===== src/rtl/logic_unit_arbiter.sv =====
// logic_unit_arbiter: round-robin arbiter sharing one bitwise logic unit
// (AND/OR/XOR/XNOR) between NREQ requesters.
// Ports:
//   i_clk, i_rst_n      clock, synchronous active-low reset
//   i_req_valid/o_req_ready  per-requester handshake (ready only in IDLE)
//   i_req_op/i_req_a/i_req_b packed per-requester op and operands
//   o_rsp_valid/i_rsp_ready  response handshake
//   o_rsp_result/o_rsp_id    result and originating requester index
//   o_busy              high whenever the FSM is not in IDLE
module logic_unit_arbiter #(
  parameter  int unsigned WIDTH = 4,
  parameter  int unsigned NREQ  = 4,
  localparam int unsigned IDW   = (NREQ > 1) ? $clog2(NREQ) : 1
) (
  input  logic                    i_clk,
  input  logic                    i_rst_n,
  input  logic [NREQ-1:0]         i_req_valid,
  output logic [NREQ-1:0]         o_req_ready,
  input  logic [2*NREQ-1:0]       i_req_op,
  input  logic [WIDTH*NREQ-1:0]   i_req_a,
  input  logic [WIDTH*NREQ-1:0]   i_req_b,
  output logic                    o_rsp_valid,
  input  logic                    i_rsp_ready,
  output logic [WIDTH-1:0]        o_rsp_result,
  output logic [IDW-1:0]          o_rsp_id,
  output logic                    o_busy
);

  typedef enum logic [1:0] {ST_IDLE, ST_EXEC, ST_RESP} state_t;

  state_t           r_state;
  logic [IDW-1:0]   r_ptr;
  logic [1:0]       r_op;
  logic [WIDTH-1:0] r_a;
  logic [WIDTH-1:0] r_b;
  logic [IDW-1:0]   r_id;
  logic             r_rsp_valid;
  logic [WIDTH-1:0] r_rsp_result;
  logic [IDW-1:0]   r_rsp_id;

  logic [1:0]       w_op_arr [NREQ];
  logic [WIDTH-1:0] w_a_arr  [NREQ];
  logic [WIDTH-1:0] w_b_arr  [NREQ];
  logic             w_found;
  logic [IDW-1:0]   w_gnt;
  logic [IDW-1:0]   w_cand;
  logic [IDW-1:0]   w_ptr_nxt;

  // Unpack per-requester payload slices
  for (genvar g = 0; g < NREQ; g++) begin : g_unpack
    assign w_op_arr[g] = i_req_op[2*g +: 2];
    assign w_a_arr[g]  = i_req_a[WIDTH*g +: WIDTH];
    assign w_b_arr[g]  = i_req_b[WIDTH*g +: WIDTH];
  end

  // Round-robin search: first valid requester at or after r_ptr, wrapping
  always_comb begin
    w_found = 1'b0;
    w_gnt   = '0;
    w_cand  = '0;
    for (int unsigned k = 0; k < NREQ; k++) begin
      w_cand = IDW'((32'(r_ptr) + k) % NREQ);
      if (!w_found && i_req_valid[w_cand]) begin
        w_found = 1'b1;
        w_gnt   = w_cand;
      end
    end
  end

  assign w_ptr_nxt = (w_gnt == IDW'(NREQ - 1)) ? '0 : w_gnt + IDW'(1);

  // Grant is combinational, only offered in IDLE and never during reset
  assign o_req_ready = (i_rst_n && (r_state == ST_IDLE) && w_found)
                       ? (NREQ'(1) << w_gnt) : '0;

  function automatic logic [WIDTH-1:0] f_logic(input logic [1:0] op,
                                               input logic [WIDTH-1:0] a,
                                               input logic [WIDTH-1:0] b);
    case (op)
      2'b00:   f_logic = a & b;
      2'b01:   f_logic = a | b;
      2'b10:   f_logic = a ^ b;
      default: f_logic = ~(a ^ b);
    endcase
  endfunction

  // Control FSM with capture, execute and response registers
  always_ff @(posedge i_clk) begin
    if (!i_rst_n) begin
      r_state      <= ST_IDLE;
      r_ptr        <= '0;
      r_op         <= '0;
      r_a          <= '0;
      r_b          <= '0;
      r_id         <= '0;
      r_rsp_valid  <= 1'b0;
      r_rsp_result <= '0;
      r_rsp_id     <= '0;
    end else begin
      case (r_state)
        ST_IDLE: begin
          if (w_found) begin
            r_op    <= w_op_arr[w_gnt];
            r_a     <= w_a_arr[w_gnt];
            r_b     <= w_b_arr[w_gnt];
            r_id    <= w_gnt;
            r_ptr   <= w_ptr_nxt;
            r_state <= ST_EXEC;
          end
        end
        ST_EXEC: begin
          r_rsp_result <= f_logic(r_op, r_a, r_b);
          r_rsp_id     <= r_id;
          r_rsp_valid  <= 1'b1;
          r_state      <= ST_RESP;
        end
        ST_RESP: begin
          if (i_rsp_ready) begin
            r_rsp_valid <= 1'b0;
            r_state     <= ST_IDLE;
          end
        end
        default: r_state <= ST_IDLE;
      endcase
    end
  end

  assign o_rsp_valid  = r_rsp_valid;
  assign o_rsp_result = r_rsp_result;
  assign o_rsp_id     = r_rsp_id;
  assign o_busy       = (r_state != ST_IDLE);

endmodule


===== config.mk =====
export PLATFORM = sky130hd
export DESIGN_NAME = logic_unit_arbiter
export DESIGN_NICKNAME = d
export VERILOG_FILES = /design/src/rtl/logic_unit_arbiter.sv
export SDC_FILE = /design/constraint.sdc
export NUM_CORES = 1
export LEC_CHECK = 0
export CORE_ASPECT_RATIO = 2
export CORE_MARGIN = 2
export CORE_UTILIZATION = 39
export DETAILED_ROUTE_END_ITERATION = 12
export GPL_ROUTABILITY_DRIVEN = 0
export PLACE_DENSITY_LB_ADDON = 0.3
export SYNTH_ARGS = -nofsm -noshare
export SYNTH_HDL_FRONTEND = slang
export SYNTH_SLANG_ARGS = --single-unit

===== constraint.sdc =====
create_clock -name i_clk -period 1.4 [get_ports i_clk]
set_input_delay 0.21 -clock i_clk [delete_from_list [all_inputs] [get_ports i_clk]]
set_output_delay 0.21 -clock i_clk [all_outputs]
set_load 0.05 [all_outputs]

# Word level (Yosys, flattened, before mapping)
# Cells that the tools add are included.
# classes
n_bitwise	5
div_mod_pow	0
shifts	1
n_reduce_logical	15
mux	33
n_eq_ne	7
addsub	4
multipliers	0
n_lt_le_gt_ge	5
# ops
operator	n
4-bit two-way mux	5
2-bit two-way mux	9
4-bit binary-select mux with 2-bit select	2
2-bit by 3-bit < comparator with 1-bit output (second input constant)	4
4-bit case mux with 3 select lines	1
1-bit two-way mux	9
1-bit binary-select mux with 2-bit select	4
2-bit == test (second input constant)	3
2-bit case mux with 3 select lines	1
2-bit AND reduction	3
1-bit logical AND	5
2-bit by 1-bit adder with 2-bit output (second input constant)	2
2-bit adder (second input constant)	2
4-bit AND	1
2-bit binary-select mux with 2-bit select	1
2-bit by 1-bit == test with 1-bit output (second input constant)	2
2-bit logical NOT	2
2-bit != test (second input constant)	2
4-bit inverter	1
4-bit OR	1
2-bit nonzero test	2
1-bit by 2-bit left shift with 4-bit output (first input constant)	1
4-bit XOR	1
3-bit >= comparator (second input constant)	1
3 further kinds	5
# word_totals
latchBits	0
inputBits	47
out_inout_bits	12
mem_count	0
ram_bits	0
elab_cells	79
rom_bits	0
ff_bits	23

# Logic depth before layout (Yosys ltp)
# depth
depth_word	16
ltp_mapped	9
mapped_depth_nobuf	8

# Worst setup path before layout
# Ideal clock, no wire load.
# synth_path
path_type	register to output
start	register r_ptr[0]
end	output o_req_ready[3]
stages_incl_launch_ff	8
arrival_ns	1.599
n_path_buf	1
required_time_ns	1.190
path_slack_ns	-0.409
cell_sequence	dfxtp_1 and2b_1 nor2_2 o221ai_2 buf_6 inv_2 ha_1 and3_1
# synth_between
elab_chain_len	14
word_cells_on_any_way	28
classes_between	add/sub (3); shift (1); mux (17); reduce/logical (7)
# synth_rtl
element	line_no	text
start: declaration	32	logic [IDW-1:0] r_ptr;
start signal: assignment	107	r_ptr <= w_ptr_nxt;
branches (longest 13 deep; another with 2-bit by 1-bit adder with 2-bit output)	--	
4-bit two-way mux *	74	? (NREQ'(1) << w_gnt) : '0;
end: declaration	18	output logic [NREQ-1:0] o_req_ready,
# Mark *: on every way between the ends. The select of a mux whose other input is x is not followed.

# Final worst setup path
# Same ends and word-level chain as after synthesis.

==> summary.md <==
| Metric | Value |
|---|---|
| Setup WS post-layout | -490 ps |
| DR vias | 1615 |
| Yosys top cell by area | dfxtp_1 |
| Reg2reg setup slack | -280 ps |
| DR iter-0 viols | 25 |
| Proportion of power drawn by the clock network | 15.6% |
| Ys Warns | 0 |
| Psw | 1070 uW |
| Largest cells by area after synthesis | dfxtp_1, mux2i_1, ha_1 |
| Switch share | 38.1% |
| Maximum clock path buffer count | 2 |
| Clk_skew | 1.65 ps |
| Hpwl dp | 3260 um |
| RSZ-0062 raised after global routing | yes |
| Worst-margin pin slew | 680 ps |
| CTS root buffer | clkbuf_8 |
| Worst VDD drop | 0.000847 V |
| CTS tree | done |
| Total CTS buffers | 3 |
| CTS sink cnt | 23 |
| Ys flop type | dfxtp_1 |
| Diodes inserted | 0 |
| Crit. End Element | output pin |
| Synthesized flop and latch total | 23 |
| First-pass GRT wire length | 7280 um |
| Post-synth cell types | 37 |
| Port bufs | 58 |
| Die footprint | 4340 um^2 |
| Kind of critical path | register to output pin |
| Slew HR | 54.6% |
| Post-Layout Cell Count | 307 |
| Clock transition at the registers of the reported paths | 90 ps |
| Critical path's largest stage delay | 360 ps |
| All-Layer GR Usage | 23.0% |
| Vias in the first global route | 1695 |
| Post-synth EDFFs | 0 |
| Worst min path class | register to register |
| Max Cap Viol | 0 |
| Syn Area/Cell | 8.71 um^2 |
| Int Power | 1750 uW |
| Final nets | 315 |
| Pwr Density | 1030 nW/um^2 |
| Die Y | 91.2 um |
| Multi-input gate area | 1100 um^2 |
| Io pins | 59 |
| Detailed Routing Iterations Pass 1 | 4 |
| Combinational power share | 52.4% |
| Cells along the critical path | and2b_2 > nor2_4 > o221ai_2 > inv_2 > ha_4 > and3_4 > buf_8 |
| Vias per cell | 5.26 |
| Sequential share of power | 32.1% |
| Post-synth top area share | 31.1% |
| Layout fillers | 275 |
| Fin. Hold Viols | 0 |
| FMAX | 529 MHz |
| Die W | 47.6 um |
| Arr. time, crit path | 1680 ps |
| LEAKAGE | 0.00115 uW |
| Failing checks | setup timing |
| Most common cell after layout, fill and taps aside | clkdlybuf4s50_1 |
| Placed cell areas | 2420 um^2 |
| Final slew viol count | 0 |
| Asr flop ratio synth | 0% |
| Area grow syn2layout | 85.1% |
| Initial antenna violation count | 0 |
| Most frequent cells in the layout | clkdlybuf4s50_1, buf_4, nor2_1 |
| Core area | 3650 um^2 |
| CP Max Fanout | 3 |
| Total Wirelength | 4780 um |
| Register area share after synthesis | 31.1% |
| CTS H-tree depth | 1 |
| Post-placement cell count | 292 |
| DRC violations left | 0 |
| CP required | 1190 ps |
| Outcome | finished with violations |
| Setup Viol. Count Final | 19 |
| Share of cells above drive strength 1 | 39.1% |
| Grt total ovfl | 0 |
| Largest net degree at the start of global routing | 14 |
| Mapped Area | 1480 um^2 |
| Initial core utilization | 40.6% |
| Syn Inst Count | 170 |
| CP startpoint kind | register |
| Fin area | 2740 um^2 |
| Post-detailed-route wirelength per cell | 15.6 um |
| CP max stage cell | dfxtp_4 |
| Register area | 472 um^2 |
| Core Rows | 31 |
| Hold_buf cts | 0 |
| Routed Antenna Nets | 0 |
| Crit path time final | 1890 ps |
| Clk_lat worst skew | 280 ps |
| Syn nets | 226 |
| Final worst path period share | 135% |
==> power by group through the flow <==
stage	registers [uW]	logic [uW]	clock network, uW
after global placement	902	1200	0
after detailed placement	904	1220	0
final	905	1480	439
after floorplan	911	696	0
after global routing	916	1590	459
after CTS	894	1340	434
==> kinds of logic after synthesis <==
family | after synthesis | share of synthesized area, %
buffers and inverters | 29 | 9.04
and+or+nand+nor | 45 | 16.6
adders and majority gates | 9 | 7.60
AOI/OAI and AO/OA | 48 | 25.3
muxes | 12 | 8.11
DFF | 23 | 31.1
xor gates and xnor gates | 4 | 2.36
==> final timing paths <==
check / from / end / cells past startpoint
max: r_ptr[0]$_SDFFE_PN0P_ / o_req_ready[3] / 7
min: r_id[1]$_SDFFE_PN0P_ / r_id[1]$_SDFFE_PN0P_ / 2
max reg2reg: r_ptr[0]$_SDFFE_PN0P_ / r_a[3]$_SDFFE_PN0P_ / 9
min reg2reg: r_id[1]$_SDFFE_PN0P_ / r_id[1]$_SDFFE_PN0P_ / 2
==> cell usage after synthesis, types with 2 or more instances <==
cell / instances
o211ai_1: 2
nor2b_1: 3
nor2_1: 20
and3_1: 2
a21oi_1: 7
a22oi_1: 11
o221ai_1: 10
nand2_1: 8
inv_2: 3
inv_1: 18
nor2_2: 3
xor2_1: 4
dfxtp_1: 23
and2b_1: 2
mux2i_1: 12
buf_2: 2
buf_6: 3
clkbuf_1: 2
a211oi_1: 8
o21ai_0: 2
ha_1: 9
==> worst max-delay path: cells and delay by family (launching register included) <==
family	cells	cell delay [ps]
AND/OR/NAND/NOR	3	470
flip-flops	1	360
AO/OA/AOI/OAI	1	180
adder cells (fa/ha/maj)	1	160
buffers and inverters	2	230
==> area by class of cell <==
class	count	share of cell area (%)
Inverter	21	3.15
Tap cell	49	2.24
Multi-Input combinational cell	119	40.3
Clock buffer	3	1.51
Sequential cell	23	17.2
Timing Repair Buffer	91	35.5
Clock inverter	1	0.183
==> registers in the layout, summed over array words and instances, names as in the netlist <==
signal and cells:
r_a 4, o_rsp_id 2, r_b 4, r_ptr 2
r_op 2, o_rsp_valid 1, o_rsp_result 4, r_state 2
r_id 2
==> layer usage <==
| layer | vias to the layer above | GRT usage, % | share of wire (%) |
|---|---|---|---|
| met1 | 774 | 20.6 | 33 |
| li1 | 782 | - | - |
| met3 | 11 | 2.58 | 2.4 |
| met5 | - | 0 | 0 |
| met4 | 0 | 11.3 | 2.3 |
| met2 | 48 | 44.5 | 63 |
==> timing repair <==
item                       CTS  global route
setup endpoints to repair   17            19
resized for setup           29            18
setup buffers                7             5
pin swaps                    5            13
cloned                       0             1
==> per-stage QoR <==
step / hold slack [ps] / setup WS, ps / power (uW) / util, % / TNS (ps)
final: 496 / -490 / 2820 / 75.2 / -4550
after detailed placement: 465 / -627 / 2120 / 66.4 / -9310
after CTS: 477 / -465 / 2670 / 72.1 / -3600
after floorplan: 356 / -188 / 1610 / - / -1350
after global routing: 539 / -544 / 2960 / 75.2 / -5620
after global placement: 459 / -593 / 2100 / 66.4 / -8680
Note: power is estimated with default switching activity, not from simulation.
==> RTL change 1, RTL diff (config.mk and constraints unchanged) <==
Change the parameter `WIDTH` from 4 to 6.
--- a/src/rtl/logic_unit_arbiter.sv
+++ b/src/rtl/logic_unit_arbiter.sv
@@ -8,7 +8,7 @@
 //   o_rsp_result/o_rsp_id    result and originating requester index
 //   o_busy              high whenever the FSM is not in IDLE
 module logic_unit_arbiter #(
-  parameter  int unsigned WIDTH = 4,
+  parameter  int unsigned WIDTH = 6,
   parameter  int unsigned NREQ  = 4,
   localparam int unsigned IDW   = (NREQ > 1) ? $clog2(NREQ) : 1
 ) (
Ports: changed (resized i_req_a, i_req_b and o_rsp_result); port bits go from 59 to 77. The function was not compared with the original's and may differ.
==> RTL change 1 against the unedited design <==
- the run still ends with negative setup slack left
- clock skew about the same
- fmax is 6.9% lower
- power grew 38%
- synthesized cell count increased by 15%
- synthesized area increased by 26%
- highest routed layer unchanged
- sequential cell count up 6
- routed wire length rose by 23%
- utilization down 1.4 points
- largest power group unchanged
- worst setup slack lost 0.14 ns
- cell area increased by 24%
- global-route usage shrank 0.77 points
==> RTL change 1: results (changes against the unedited design) <==
* Status: finished with violations
* Failing checks: negative setup slack
* Number of non-clock inverters at 17 (-19%)
* Inst Count DP at 341 (+17%)
* Synth Area in Compound Gates at 0.247 (-0.00588)
* Layout clock area frac at 0.0254 (+0.00856)
* Met3 wire length at 178 um (+52%)
* Avg WL per Cell at 16.2 um (+4.0%)
* Sequential area share after synthesis at 0.311 (about the same)
* Hold slack at 0.525 ns (+0.0292 ns)
* First-pass GRT wire length at 8800 um (+21%)
* Detailed placement HPWL at 4040 um (+24%)
* Sequential cell area at 591 um2 (+25%)
* # fillers at 321 (+17%)
* Width of the die at 52.9 um (+11%)
* CLK BUF at 7 (+4)
* Area occupied by multi-input gates at 1260 um2 (+15%)
* WL met1 at 1970 um (+26%)
* Share of cells above drive strength 1 at 0.326 (-0.0657)
* H-Tree Depth at 2 (+1)
* Clock Pin Slew Worst Setup and Hold Paths at 0.06 ns (-0.03 ns)
* Slowest CP cell: or3_4
* Worst Tran Pin Value at 0.461 ns (-0.219 ns)
* GR Util met3 at 0.0234 (-0.00245)
* Worst VDD drop at 1090 uV (+29%)
* Largest cell class by area: buffers
* Commonest cells post-synth: 29 x dfxtp_1, 17 x inv_1, 14 x a221o_1, 14 x a22o_1
* Final worst slack at -0.629 ns (-0.140 ns)
* CTS Buf Count at 5 (+2)
* Pre-CTS setup slack at -1.06 ns (-0.434 ns)
* Total wire length at 5860 um (+23%)
* Syn Nets at 272 (+20%)
* Critical Path AT at 2.19 ns (+0.51 ns)
* IO buf count at 76 (+31%)
* Final setup fails at 21 (+2)
* Met2 Use GR at 0.444 (-0.000589)
RTL change 1: final timing paths:
path / start / to / cells after the start
worst min-delay path: r_id[0]$_SDFFE_PN0P_ / r_id[0]$_SDFFE_PN0P_ / 2
worst max register to register: r_ptr[0]$_SDFFE_PN0P_ / r_op[1]$_SDFFE_PN0P_ / 7
worst min register to register: r_id[0]$_SDFFE_PN0P_ / r_id[0]$_SDFFE_PN0P_ / 2
worst max-delay path: r_ptr[0]$_SDFFE_PN0P_ / r_op[1]$_SDFFE_PN0P_ / 7
RTL change 1: where the power goes:
part           internal [uW]  switching [uW]
combinational           1190             862
clock                    389             301
sequential               985             165
total                   2560            1330
RTL change 1: what timing repair did:
item                                    in CTS  in global routing
gates resized for setup                     20                 26
gates cloned                                 1                  1
buffers inserted                             6                  7
endpoints found under the setup margin      23                 23
pin swaps                                    7                  6
==> RTL change 2, RTL diff (same flow settings) <==
Without the edit above. The 3 states of `state_t` get a one-hot encoding in 3 bits.
--- a/src/rtl/logic_unit_arbiter.sv
+++ b/src/rtl/logic_unit_arbiter.sv
@@ -26,7 +26,7 @@
   output logic                    o_busy
 );
 
-  typedef enum logic [1:0] {ST_IDLE, ST_EXEC, ST_RESP} state_t;
+  typedef enum logic [2:0] {ST_IDLE = 3'b001, ST_EXEC = 3'b010, ST_RESP = 3'b100} state_t;
 
   state_t           r_state;
   logic [IDW-1:0]   r_ptr;
Check against the original RTL: no difference found for any inputs over 10 cycles, from zero or initial values and one cycle with i_rst_n low; not proved beyond that.
==> RTL change 2 against the unedited design <==
- the flow still finishes with violations (negative setup slack)
- synthesized area is 10% higher
- worst setup slack worse by 0.19 ns
- routed wire length is 11% higher
- global-route usage is 2.5 points lower
- die area is 9.4% higher
- worst hold slack better by 0.021 ns
- sequential cell count is 1 higher
- clock power is 8.2% higher
- non-clock buffer count is 12 higher
- power is 19% higher
- cell area is 10% higher
==> RTL change 2: results (changes against the unedited design) <==
* WL met1 at 1740 um (+11%)
* Detailed placement HPWL at 3370 um (+3.5%)
* Final worst slack at -0.677 ns (-0.187 ns)
* Global-route met1 utilization at 0.195 (-0.0111)
* Worst Path Max Fanout at 6 (+3)
* Adder and majority gate portion of the synthesized area at 0.0691 (-0.00694)
* # fillers at 294 (+6.9%)
* Largest stage delay on the critical path at 0.48 ns (+0.12 ns)
* WHS Path Cells at 2 (unchanged)
* Crit path capture: r_a[1]$_SDFFE_PN0P_
* Relative slew slack at 0.794 (+0.248)
* H-Tree Depth at 1 (unchanged)
* Total wire length at 5330 um (+11%)
* DR iter-0 viols at 32 (+28%)
* Synth Area in Compound Gates at 0.197 (-0.0553)
* Sequential area share after synthesis at 0.295 (-0.0161)
* Worst setup path start: r_ptr[0]$_SDFFE_PN0P_
* Static Leak at 0.00138 uW (+20%)
* Final setup fails at 19 (unchanged)
* Mux contribution to synthesized area at 0.110 (+0.0287)
* Worst VDD drop at 999 uV (+18%)
* Hold path startpoint: o_rsp_valid$_SDFFE_PN0P_
* Netlist cell types at 34 (-8.1%)
* Inst Count DP at 333 (+14%)
* Slowest CP cell: or4b_1
* Clock root cell: clkbuf_8
* Synth top area cells: dfxtp_1 29%, inv_1 7.1%, ha_1 6.9%
* GR Util met3 at 0.0141 (-0.0117)
* Post-placement cell area at 2600 um2 (+7.5%)
* Setup TNS at -9.35 ns (-4.80 ns)
* Status: finished with violations
* R2r setup slk at -0.68 ns (-0.40 ns)
* Clock Skews at 0.00583 ns (+0.00418 ns)
* CTS Buf Count at 3 (unchanged)
* Diodes inserted at 0 (unchanged)
* Critical Path AT at 2.24 ns (+0.56 ns)
* Syn Nets at 261 (+15%)
* Initial antenna violation count at 0 (unchanged)
* DR vias/cell at 5.19 (-1.3%)
* Commonest cells post-synth: 31 x inv_1, 24 x dfxtp_1, 18 x nor2_1
* Pre-CTS setup slack at -0.896 ns (-0.269 ns)
* Xor-xnor portion of the synthesized cell area at 0.0215 (-0.00216)
* Met3 wire length at 149 um (+27%)
* Routed wl met2 at 3250 um (+8.7%)
* Hold EP: o_rsp_valid$_SDFFE_PN0P_
* Avg WL per Cell at 15.1 um (-3.0%)
* Hold slack at 0.517 ns (+0.0209 ns)
* Overall routing resource usage at 0.206 (-0.0247)
* Vias in the first global route at 1786 (+5.4%)
* Nets at 358 (+14%)
* Largest net degree at the start of global routing at 15 (+1)
* Share of cells above drive strength 1 at 0.369 (-0.0227)
* Antenna Nets Post-Route at 0 (unchanged)
* Reg2Reg Depth at 7 (-2)
* Post-Syn Area per Cell at 7.95 um2 (-8.7%)
* Met2 Use GR at 0.430 (-0.0148)
* Failing checks: negative setup slack
* First-pass GRT wire length at 7620 um (+4.6%)
==> RTL change 2: cell types whose count changed in the layout (fill, tap and decap cells not counted), sizes merged, moves of 6 or more <==
cell / delta
mux2i: -8
mux2: +10
nor3: +12
nand2: +7
buf: +11
inv: +10
a211o: +10
o31ai: +10
nor2: -6
a22oi: -11
o221ai: -11
==> RTL change 2: what timing repair did <==
action	in CTS	in global routing
endpoints found under the setup margin	21	25
resized for setup	25	37
gates cloned	1	2
setup buffers	6	8
pin swaps	7	11
==> RTL change 2: cell type report <==
type | count | area (um2) | area share
clock buffer | 4 | 55.1 | 0.0183
inverter | 31 | 119 | 0.0394
multi-input combinational | 139 | 1170 | 0.388
sequential | 24 | 492 | 0.163
tap | 52 | 65.1 | 0.0216
timing repair buffer | 103 | 1110 | 0.369
==> RTL change 2: power breakdown <==
part | switching (uW) | internal (uW) | leakage, uW | total (uW)
clock network | 224 | 251 | 0.0000288 | 475
registers | 146 | 815 | 0.000199 | 961
logic | 877 | 1050 | 0.00115 | 1930
